[src/rtl/i2s_cond_pkg.sv]
// rtl/i2s_cond_pkg.sv - shared encodings, defaults and helpers for the I2S sample conditioner
package i2s_cond_pkg;

  typedef enum logic [1:0] {
    CH_LEFT  = 2'b00,
    CH_RIGHT = 2'b01,
    CH_MONO  = 2'b10,
    CH_RSVD  = 2'b11
  } chan_e;

  localparam int SAMPLE_W_DEF = 24;
  localparam int OUT_W_DEF    = 16;

  // Clamp a signed value to the range of a w-bit two's-complement number (w <= 31).
  function automatic logic signed [31:0] sat_to(input logic signed [31:0] v, input int w);
    logic signed [31:0] hi;
    logic signed [31:0] lo;
    hi = (32'sd1 <<< (w - 1)) - 32'sd1;
    lo = -hi - 32'sd1;
    if (v > hi) return hi;
    if (v < lo) return lo;
    return v;
  endfunction

  function automatic logic [1:0] clamp_decim(input logic [1:0] d, input int dmax);
    if (int'(d) > dmax) return 2'(dmax);
    return d;
  endfunction

endpackage

[src/rtl/i2s_dc_blocker.sv]
// rtl/i2s_dc_blocker.sv - first-order DC-blocking high-pass with saturation and bypass
module i2s_dc_blocker
  import i2s_cond_pkg::*;
#(
  parameter int W = SAMPLE_W_DEF,
  parameter int K = 4
) (
  input  logic                clk,
  input  logic                resetn,
  input  logic                clr,
  input  logic                dc_en,
  input  logic                in_valid,
  input  logic signed [W-1:0] in_data,
  output logic                out_valid,
  output logic signed [W-1:0] out_data
);

  localparam int EW = W + 2;

  logic                valid_q, valid_d;
  logic signed [W-1:0] data_q, data_d;
  logic signed [W-1:0] x_prev_q, x_prev_d;
  logic signed [W-1:0] y_prev_q, y_prev_d;

  logic signed [EW-1:0] xe, xpe, ype, yw;
  logic signed [W-1:0]  y_sat;

  always_comb begin
    xe    = {{2{in_data[W-1]}}, in_data};
    xpe   = {{2{x_prev_q[W-1]}}, x_prev_q};
    ype   = {{2{y_prev_q[W-1]}}, y_prev_q};
    yw    = xe - xpe + ype - (ype >>> K);
    y_sat = W'(sat_to({{(32-EW){yw[EW-1]}}, yw}, W));

    valid_d  = 1'b0;
    data_d   = data_q;
    x_prev_d = x_prev_q;
    y_prev_d = y_prev_q;
    if (clr) begin
      x_prev_d = '0;
      y_prev_d = '0;
    end else if (in_valid) begin
      valid_d = 1'b1;
      if (dc_en) begin
        data_d   = y_sat;
        x_prev_d = in_data;
        y_prev_d = y_sat;
      end else begin
        data_d = in_data;
      end
    end
  end

  always_ff @(posedge clk) begin
    if (!resetn) begin
      valid_q  <= 1'b0;
      data_q   <= '0;
      x_prev_q <= '0;
      y_prev_q <= '0;
    end else begin
      valid_q  <= valid_d;
      data_q   <= data_d;
      x_prev_q <= x_prev_d;
      y_prev_q <= y_prev_d;
    end
  end

  assign out_valid = valid_q;
  assign out_data  = data_q;

endmodule

[src/rtl/i2s_sample_conditioner.sv]
// rtl/i2s_sample_conditioner.sv - channel select, DC block, decimate, gain/saturate to PCM
module i2s_sample_conditioner
  import i2s_cond_pkg::*;
#(
  parameter int SAMPLE_W       = SAMPLE_W_DEF,
  parameter int OUT_W          = OUT_W_DEF,
  parameter int DECIM_LOG2_MAX = 3,
  parameter int DC_K           = 4
) (
  input  logic             HCLK,
  input  logic             HRESETn,
  input  logic             cfg_en,
  input  logic [1:0]       cfg_chan,
  input  logic             cfg_dc_en,
  input  logic [1:0]       cfg_decim,
  input  logic [2:0]       cfg_gain,
  input  logic             in_valid,
  input  logic [31:0]      in_data,
  input  logic             in_ws,
  output logic             out_valid,
  input  logic             out_ready,
  output logic [OUT_W-1:0] out_data,
  output logic             overrun,
  input  logic             clr_overrun
);

  localparam int AW = SAMPLE_W + DECIM_LOG2_MAX;
  localparam int CW = DECIM_LOG2_MAX;

  logic       en_q, en_d;
  logic [1:0] cfg_chan_q, cfg_chan_d;
  logic       cfg_dc_en_q, cfg_dc_en_d;
  logic [1:0] cfg_decim_q, cfg_decim_d;
  logic [2:0] cfg_gain_q, cfg_gain_d;
  logic       rise;
  chan_e      chan_eff;

  logic                       s1_valid_q, s1_valid_d;
  logic signed [SAMPLE_W-1:0] s1_data_q, s1_data_d;
  logic                       pend_q, pend_d;
  logic signed [SAMPLE_W-1:0] pend_l_q, pend_l_d;
  logic signed [SAMPLE_W-1:0] s_in;
  logic signed [SAMPLE_W:0]   mono_sum;

  logic                       s2_valid;
  logic signed [SAMPLE_W-1:0] s2_data;

  logic signed [AW-1:0]       acc_q, acc_d, sum_w, avg;
  logic [CW-1:0]              cnt_q, cnt_d, cnt_max;
  logic signed [SAMPLE_W-1:0] r;
  logic signed [31:0]         r32, g32, v32;
  logic [OUT_W-1:0]           pcm;

  logic             out_valid_q, out_valid_d;
  logic [OUT_W-1:0] out_data_q, out_data_d;
  logic             overrun_q, overrun_d;
  logic             ovr_set;
  logic             unused_lsbs;

  assign unused_lsbs = ^in_data[31-SAMPLE_W:0];
  assign s_in        = in_data[31 -: SAMPLE_W];
  assign rise        = cfg_en & ~en_q;
  // Stage 1 may see a word on the very cycle enable rises, so it uses the live selection then.
  assign chan_eff    = chan_e'(rise ? cfg_chan : cfg_chan_q);

  always_comb begin
    en_d        = cfg_en;
    cfg_chan_d  = rise ? cfg_chan  : cfg_chan_q;
    cfg_dc_en_d = rise ? cfg_dc_en : cfg_dc_en_q;
    cfg_decim_d = rise ? clamp_decim(cfg_decim, DECIM_LOG2_MAX) : cfg_decim_q;
    cfg_gain_d  = rise ? cfg_gain  : cfg_gain_q;
  end

  always_comb begin
    s1_valid_d = 1'b0;
    s1_data_d  = s1_data_q;
    pend_d     = pend_q;
    pend_l_d   = pend_l_q;
    mono_sum   = {s_in[SAMPLE_W-1], s_in} + {pend_l_q[SAMPLE_W-1], pend_l_q};
    if (!cfg_en) begin
      pend_d   = 1'b0;
      pend_l_d = '0;
    end else if (in_valid) begin
      case (chan_eff)
        CH_RIGHT: if (in_ws) begin
          s1_valid_d = 1'b1;
          s1_data_d  = s_in;
        end
        CH_MONO: if (!in_ws) begin
          pend_l_d = s_in;
          pend_d   = 1'b1;
        end else if (pend_q) begin
          s1_valid_d = 1'b1;
          s1_data_d  = mono_sum[SAMPLE_W:1];
          pend_d     = 1'b0;
        end
        default: if (!in_ws) begin
          s1_valid_d = 1'b1;
          s1_data_d  = s_in;
        end
      endcase
    end
  end

  i2s_dc_blocker #(
    .W(SAMPLE_W),
    .K(DC_K)
  ) u_dc (
    .clk      (HCLK),
    .resetn   (HRESETn),
    .clr      (~cfg_en),
    .dc_en    (cfg_dc_en_q),
    .in_valid (s1_valid_q),
    .in_data  (s1_data_q),
    .out_valid(s2_valid),
    .out_data (s2_data)
  );

  always_comb begin
    sum_w   = acc_q + {{DECIM_LOG2_MAX{s2_data[SAMPLE_W-1]}}, s2_data};
    avg     = sum_w >>> cfg_decim_q;
    r       = SAMPLE_W'(avg);
    cnt_max = CW'((32'd1 << cfg_decim_q) - 32'd1);
    r32     = {{(32-SAMPLE_W){r[SAMPLE_W-1]}}, r};
    g32     = r32 <<< cfg_gain_q;
    v32     = g32 >>> (SAMPLE_W - OUT_W);
    pcm     = OUT_W'(sat_to(v32, OUT_W));
  end

  always_comb begin
    acc_d       = acc_q;
    cnt_d       = cnt_q;
    out_valid_d = out_valid_q;
    out_data_d  = out_data_q;
    ovr_set     = 1'b0;
    if (!cfg_en) begin
      acc_d       = '0;
      cnt_d       = '0;
      out_valid_d = 1'b0;
    end else begin
      if (out_valid_q && out_ready) out_valid_d = 1'b0;
      if (s2_valid) begin
        if (cnt_q == cnt_max) begin
          acc_d = '0;
          cnt_d = '0;
          // A held, unaccepted result always wins; the newcomer is dropped.
          if (!out_valid_q || out_ready) begin
            out_valid_d = 1'b1;
            out_data_d  = pcm;
          end else begin
            ovr_set = 1'b1;
          end
        end else begin
          acc_d = sum_w;
          cnt_d = cnt_q + 1'b1;
        end
      end
    end
    overrun_d = ovr_set | (overrun_q & ~clr_overrun);
  end

  always_ff @(posedge HCLK) begin
    if (!HRESETn) begin
      en_q        <= 1'b0;
      cfg_chan_q  <= '0;
      cfg_dc_en_q <= 1'b0;
      cfg_decim_q <= '0;
      cfg_gain_q  <= '0;
      s1_valid_q  <= 1'b0;
      s1_data_q   <= '0;
      pend_q      <= 1'b0;
      pend_l_q    <= '0;
      acc_q       <= '0;
      cnt_q       <= '0;
      out_valid_q <= 1'b0;
      out_data_q  <= '0;
      overrun_q   <= 1'b0;
    end else begin
      en_q        <= en_d;
      cfg_chan_q  <= cfg_chan_d;
      cfg_dc_en_q <= cfg_dc_en_d;
      cfg_decim_q <= cfg_decim_d;
      cfg_gain_q  <= cfg_gain_d;
      s1_valid_q  <= s1_valid_d;
      s1_data_q   <= s1_data_d;
      pend_q      <= pend_d;
      pend_l_q    <= pend_l_d;
      acc_q       <= acc_d;
      cnt_q       <= cnt_d;
      out_valid_q <= out_valid_d;
      out_data_q  <= out_data_d;
      overrun_q   <= overrun_d;
    end
  end

  assign out_valid = out_valid_q;
  assign out_data  = out_data_q;
  assign overrun   = overrun_q;

endmodule

[config.mk]
export PLATFORM = sky130hd
export DESIGN_NAME = i2s_sample_conditioner
export DESIGN_NICKNAME = d
export VERILOG_FILES = /design/src/rtl/i2s_cond_pkg.sv /design/src/rtl/i2s_dc_blocker.sv /design/src/rtl/i2s_sample_conditioner.sv
export SDC_FILE = /design/constraint.sdc
export NUM_CORES = 1
export LEC_CHECK = 0
export ABC_AREA = 0
export BUFFER_PORTS_ARGS = -buffer_cell sky130_fd_sc_hd__buf_4
export CAP_MARGIN = 20
export CORE_MARGIN = 10
export CORE_UTILIZATION = 45
export DETAILED_ROUTE_END_ITERATION = 8
export PLACE_DENSITY_LB_ADDON = 0.25
export SYNTH_ARGS = -nofsm -noshare
export SYNTH_HDL_FRONTEND = slang
export SYNTH_SLANG_ARGS = --single-unit
[constraint.sdc]
create_clock -name HCLK -period 6.4 [get_ports HCLK]
set_clock_uncertainty 0.15 [all_clocks]
set_input_delay 1.28 -clock HCLK [delete_from_list [all_inputs] [get_ports HCLK]]
set_output_delay 1.28 -clock HCLK [all_outputs]
set_load 0.05 [all_outputs]
After elaboration in Yosys (flattened, before gate mapping) --
Cells that the tools add are included.
Operators by class: $add $sub $neg 7, reductions and logical operators 11, shift-type cells 3, divide/modulo/power cells 0, bitwise operators 6, $lt $le $gt $ge 4, multiply operators 0, multiplexer cells 37, equal/unequal tests 7
Operators by type and width (count):
- $mux 24 | 9
- $mux 16 | 4
- $pmux 24 s2 | 1
- $sshl 24x3->32 | 1
- $add 27x27->27 | 1
- $mux 27 | 1
- $sshr 27x2->24 | 1
- $add 25x24->26 | 1
- $gt 26x24->1 const B | 1
- $lt 26x24->1 const B | 1
- $sub 26x20->26 | 1
- $add 24x24->25 | 1
- $sub 24x24->25 | 1
- $gt 24x16->1 const B | 1
- $lt 24x16->1 const B | 1
- $mux 1 | 19
- $reduce_and 2->1 | 4
- $ne 2x2->1 const B | 3
- $reduce_and 3->1 | 2
- $reduce_and 6->1 | 1
- $reduce_and 4->1 | 1
- $add 3x1->3 const B | 1
- $eq 3x3->1 | 1
- $mux 3 | 1
- other kinds (13) | 16
Storage, ports and cells: memory bits (writable) 0, bits of input ports 47, memory bits (read-only) 0, register bits 180, output and inout port bits 18, memories 0, latch bits 0, word-level logic and storage cells 93

Logic depth before layout (Yosys ltp) --
depth in word-level cells 9, mapped depth 20, gate-level depth less buffers 20

By module --
A second synthesis with hierarchy kept.
Unflattened totals: cells, all modules 1753, area, all modules 14128.6 µm²
By module, submodules not included:
- i2s_sample_conditioner | cells each 1076, sequential area each 2142.1 µm², area an instance 8536.9 µm², times used 1
- i2s_dc_blocker | cells each 677, sequential area each 1461.4 µm², area an instance 5591.6 µm², times used 1

Worst setup path before layout --
OpenSTA, ideal clock, no wires.
path type flip-flop to flip-flop, start point register u_dc.y_prev_q[4], end point register u_dc.y_prev_q[14], required time 6155 ps, arrival 4448 ps, path buffers 1, clock period less this slack 4694 ps, cell stages (with the launch flop) 21, slack 1706 ps, library setup time 95 ps, cell sequence dfxtp_1 -> inv_1 -> fa_1 -> inv_1 -> fa_1 -> inv_1 -> ha_1 -> inv_1 -> fa_1 -> nor2b_1 -> o21a_1 -> o21ai_0 -> a2111oi_0 -> o41ai_1 -> a21oi_1 -> a221oi_1 -> xnor2_1 -> a21bo_2 -> clkbuf_1 -> nand3_1 -> a221oi_1
On the way: word-level cells in the longest chain between the ends 7, elaborated cells between the ends (all ways) 10, classes of those cells add/sub (2); order compare (2); mux (6)
RTL lines:
- from (decl) | RTL line i2s_dc_blocker.sv:23 | logic signed [W-1:0] y_prev_q, y_prev_d;
- from (signal assigned) | RTL line i2s_dc_blocker.sv:64 | y_prev_q <= y_prev_d;
- $add 25x24->26 | RTL line i2s_dc_blocker.sv:32 | yw = xe - xpe + ype - (ype >>> K);
- $sub 26x20->26 (*) | RTL line i2s_dc_blocker.sv:32
- $lt 26x24->1 | RTL line i2s_cond_pkg.sv:21 | if (v < lo) return lo;
- $mux 1 (2 in a row) | RTL line i2s_cond_pkg.sv:21
- $mux 24 | RTL line i2s_cond_pkg.sv:22 | return v;
- $mux 24 (*) | RTL line i2s_cond_pkg.sv:21
Every way passes the cells marked *; elsewhere a longest branch is shown, timed or not. The select of a mux whose other input is x is not followed. A chain may end at the register's enable or synchronous reset.

Final worst setup path --
start point register u_dc.y_prev_q[4], end point register u_dc.data_q[1], in the netlist u_dc.out_data[1]
On the way: word-level cells in the longest chain between the ends 8, elaborated cells between the ends (all ways) 11, classes of those cells add/sub (2); order compare (2); mux (7)
RTL lines:
- $add 25x24->26 | RTL line i2s_dc_blocker.sv:32
- $sub 26x20->26 (*) | RTL line i2s_dc_blocker.sv:32
- $lt 26x24->1 | RTL line i2s_cond_pkg.sv:21
- $mux 1 (2 in a row) | RTL line i2s_cond_pkg.sv:21
- $mux 24 | RTL line i2s_cond_pkg.sv:22
- $mux 24 (*) | RTL line i2s_cond_pkg.sv:21
- $mux 24 (*) | RTL line i2s_dc_blocker.sv:44 | if (dc_en) begin
- to (signal assigned) | RTL line i2s_dc_blocker.sv:62 | data_q <= data_d;
- to (decl) | RTL line i2s_dc_blocker.sv:21 | logic signed [W-1:0] data_q, data_d;
Marks and branches as above.

==> flow_summary.yaml <==
placed_design:
  io_buffers: 56
  place_congestion: 0.896
  placedCellCount: 2216
  dp.final_hpwl_um: 30900
sta:
  rsz0062_at_grt: "no"
  fin_crit_sh_pct: 86.5
  slew_headroom_pct: 22.8
  max_freq_mhz: 181
  timing.final.crit_period_ps: 5540
  hold_viol: 0
  tns_ps: 0
  slew_violations: 0
  setup_viol: 0
  worstMarginPinSlew_ps: 1160
clock_tree:
  ctsHoldBuffers: 0
  cts_root_buf: "clkbuf_16"
  cts.path.max_buffers: 2
  cts_tree: "built"
  path_clk_slew_ps: 80
  ctsResizeCount: 0
  h-tree-depth: 4
  insertion_delay_ps: 450
  cts_setup_buffers: 0
  numCtsBuffers: 17
  cts.sinks: 180
layout:
  nets: 1976
  n_antenna_cell: 0
  area_growth_pct: 8.91
  drive_gt1_share_pct: 11.0
  instances_no_fill: 2248
  fillers: 3125
drt:
  antenna_left: 0
  avgRoutedWirePerCell_um: 18.3
  finalWirelength_um: 41100
  vias_per_cell: 5.90
  drc: 0
  drt-pass1-iter-count: 5
  drt-initial-drc-count: 870
  via_count: 13300
global_route:
  grt.overflow.total: 0
  grt_max_degree: 90
  antenna_found_initial: 0
  gr-usage-all-layers_pct: 20.0
  grt_pass1_wl_um: 67100
  grt_pass1_vias: 12800
power_and_ir_drop:
  design_power_total_mw: 2.99
  p_leak_nw: 6.39
  comb_power_share_pct: 25.7
  pwr_density_cell_mw_per_mm2: 188
  p_int_mw: 1.96
  switching_share_pct: 34.5
  ir_worst_vdd_mv: 0.177
  seqPwrFrac_pct: 38.7
  power_frac_clock_pct: 35.7
  p_sw_mw: 1.03
critical_path:
  startpoint_type: "register"
  cp-end-kind: "register"
  crit_required_ps: 6640
  crit_fanout: 14
  timing_worst_setup_path_type: "register to register"
  arrival_ps: 5770
logic_synthesis:
  synth_seq_cells: 180
  synth_nets: 1988
  synth_edf_count: 0
  syn_avg_cell_area_sq_um: 8.07
  ys_seq_area_share_pct: 24.6
  ys_async_sr_fraction_pct: 0
  syn_inst: 1812
  ys_types: 93
  syn-cell-area_sq_mm: 0.0146
  synth_warnings: 0
  synthFlopType: "dfxtp_1"
floorplan:
  die_w_um: 200
  dieArea_sq_mm: 0.0401
  start_util_pct: 46.0
  dieHeight_um: 200
  design.core.area_sq_mm: 0.0318
  rows: 65
  pin_count: 65
hold_path:
  worstHoldPathType: "register to register"
run_status:
  status: "completed"
run:
  cap_violations: 0
-- registers in the layout, summed over array words and instances, names as in the netlist, 2 cells and up --
register,cells
u_dc.out_data,24
u_dc.x_prev_q,24
cfg_decim_q,2
u_dc.y_prev_q,24
cnt_q,3
cfg_gain_q,3
out_data,16
s1_data_q,24
pend_l_q,24
cfg_chan_q,2
acc_q,27
-- placed cells by master (no fill, tap or decap), types with 11 or more instances in the layout --
cell type	count
or3_1	41
or2_2	11
a221oi_1	23
fa_1	51
and3_1	16
nand2b_1	14
nor2_1	108
nor3_1	19
o21a_1	17
mux2i_1	52
mux2_2	15
nand4_1	15
xor2_1	17
o21ai_0	61
a21o_1	39
a31oi_1	16
a21oi_1	175
a22oi_1	15
inv_1	131
dfxtp_1	180
ha_1	78
o211ai_1	47
and2_1	12
mux4_2	11
nand2_1	234
nand3_1	39
xnor2_1	37
nor2b_1	20
a211oi_1	16
buf_4	78
clkbuf_16	17
-- cells in the mapped netlist, types with 37 or more instances --
| library cell | n | share of area [%] |
|---|---|---|
| a21o_1 | 39 | 2.0 |
| xnor2_1 | 37 | 2.2 |
| a21oi_1 | 175 | 6.0 |
| nand3_1 | 39 | 1.3 |
| mux2i_1 | 52 | 3.6 |
| fa_1 | 51 | 7.0 |
| ha_1 | 78 | 6.7 |
| inv_1 | 131 | 3.4 |
| o21ai_0 | 61 | 2.1 |
| or3_1 | 41 | 1.8 |
| o211ai_1 | 47 | 2.4 |
| clkbuf_1 | 84 | 2.2 |
| dfxtp_1 | 180 | 25 |
| nand2_1 | 235 | 6.0 |
| nor2_1 | 109 | 2.8 |
-- cell type report --
type / count / area, sq um / share of cell area [%]
inverters: 133 / 499 / 3.13
repair buffers: 79 / 606 / 3.80
well taps: 435 / 544 / 3.42
flip-flops and latches: 180 / 3600 / 22.6
clock inverters: 15 / 160 / 1.01
clock buffers: 17 / 425 / 2.67
multi-input cells: 1389 / 10100 / 63.3
-- power groups by stage --
stage	clock, mW	combinational (mW)	sequential, mW
6_report	1.07	0.768	1.16
4_1_cts	1.08	0.764	1.16
5_1_grt	1.13	0.853	1.16
2_1_floorplan	0	0.550	1.18
3_5_place_dp	0	0.761	1.18
3_3_place_gp	0	0.751	1.18
-- per-layer routing --
layer,track usage (%),wire [um],vias up
met5,0,0,-
met4,4.27,516,0
met3,3.13,1890,38
met2,34.1,19900,320
met1,26.1,18800,6373
li1,-,-,6530
-- critical path, stage by stage, from the launching register on --
cell       delay [ps]
dfxtp_1           320
inv_1              90
fa_1              510
inv_1              50
fa_1              470
inv_1              40
ha_1              190
inv_1              70
fa_1              200
nor2b_1            60
o21a_1            170
o21ai_0           450
a2111oi_0         310
o41ai_1           560
a21oi_1           130
buf_4             190
a221oi_1          300
xnor2_1           200
a21bo_2           380
a21boi_0          360
mux2i_1           140
a21oi_1           150
-- path summary, 6_finish.rpt --
check,cells after the start,to,slack [ps],from
max,21,u_dc.out_data[1],860,u_dc.y_prev_q[4]
min reg2reg,2,pend_l_q[12],310,pend_l_q[12]
max reg2reg,21,u_dc.out_data[1],860,u_dc.y_prev_q[4]
min,2,pend_l_q[12],310,pend_l_q[12]
-- metrics by stage --
| stage | area (sq um) | hold slack (ps) | util [%] | setup slack (ps) |
|---|---|---|---|---|
| 4_1_cts | 15900 | 312 | 50.1 | 826 |
| 3_5_place_dp | 15300 | 302 | 48.3 | 862 |
| 6_report | 15900 | 312 | 50.1 | 863 |
| 5_1_grt | 15900 | 321 | 50.1 | 398 |
| 3_3_place_gp | 15300 | 296 | 48.3 | 946 |
| 2_1_floorplan | 14600 | 286 | - | 1710 |
-- cell families (layout without fill, tap and decap cells) --
logic type,after synthesis,in the layout,synth area share [%]
AND/OR/NAND/NOR,564,564,18.1
buffers and inverters,243,244,6.43
XOR/XNOR,55,55,3.39
multiplexers,79,79,6.51
adder cells (fa/ha/maj),129,129,13.7
flip-flops,180,180,24.6
AO/OA/AOI/OAI,562,562,27.2
Note: power is estimated with default switching activity, not from simulation.
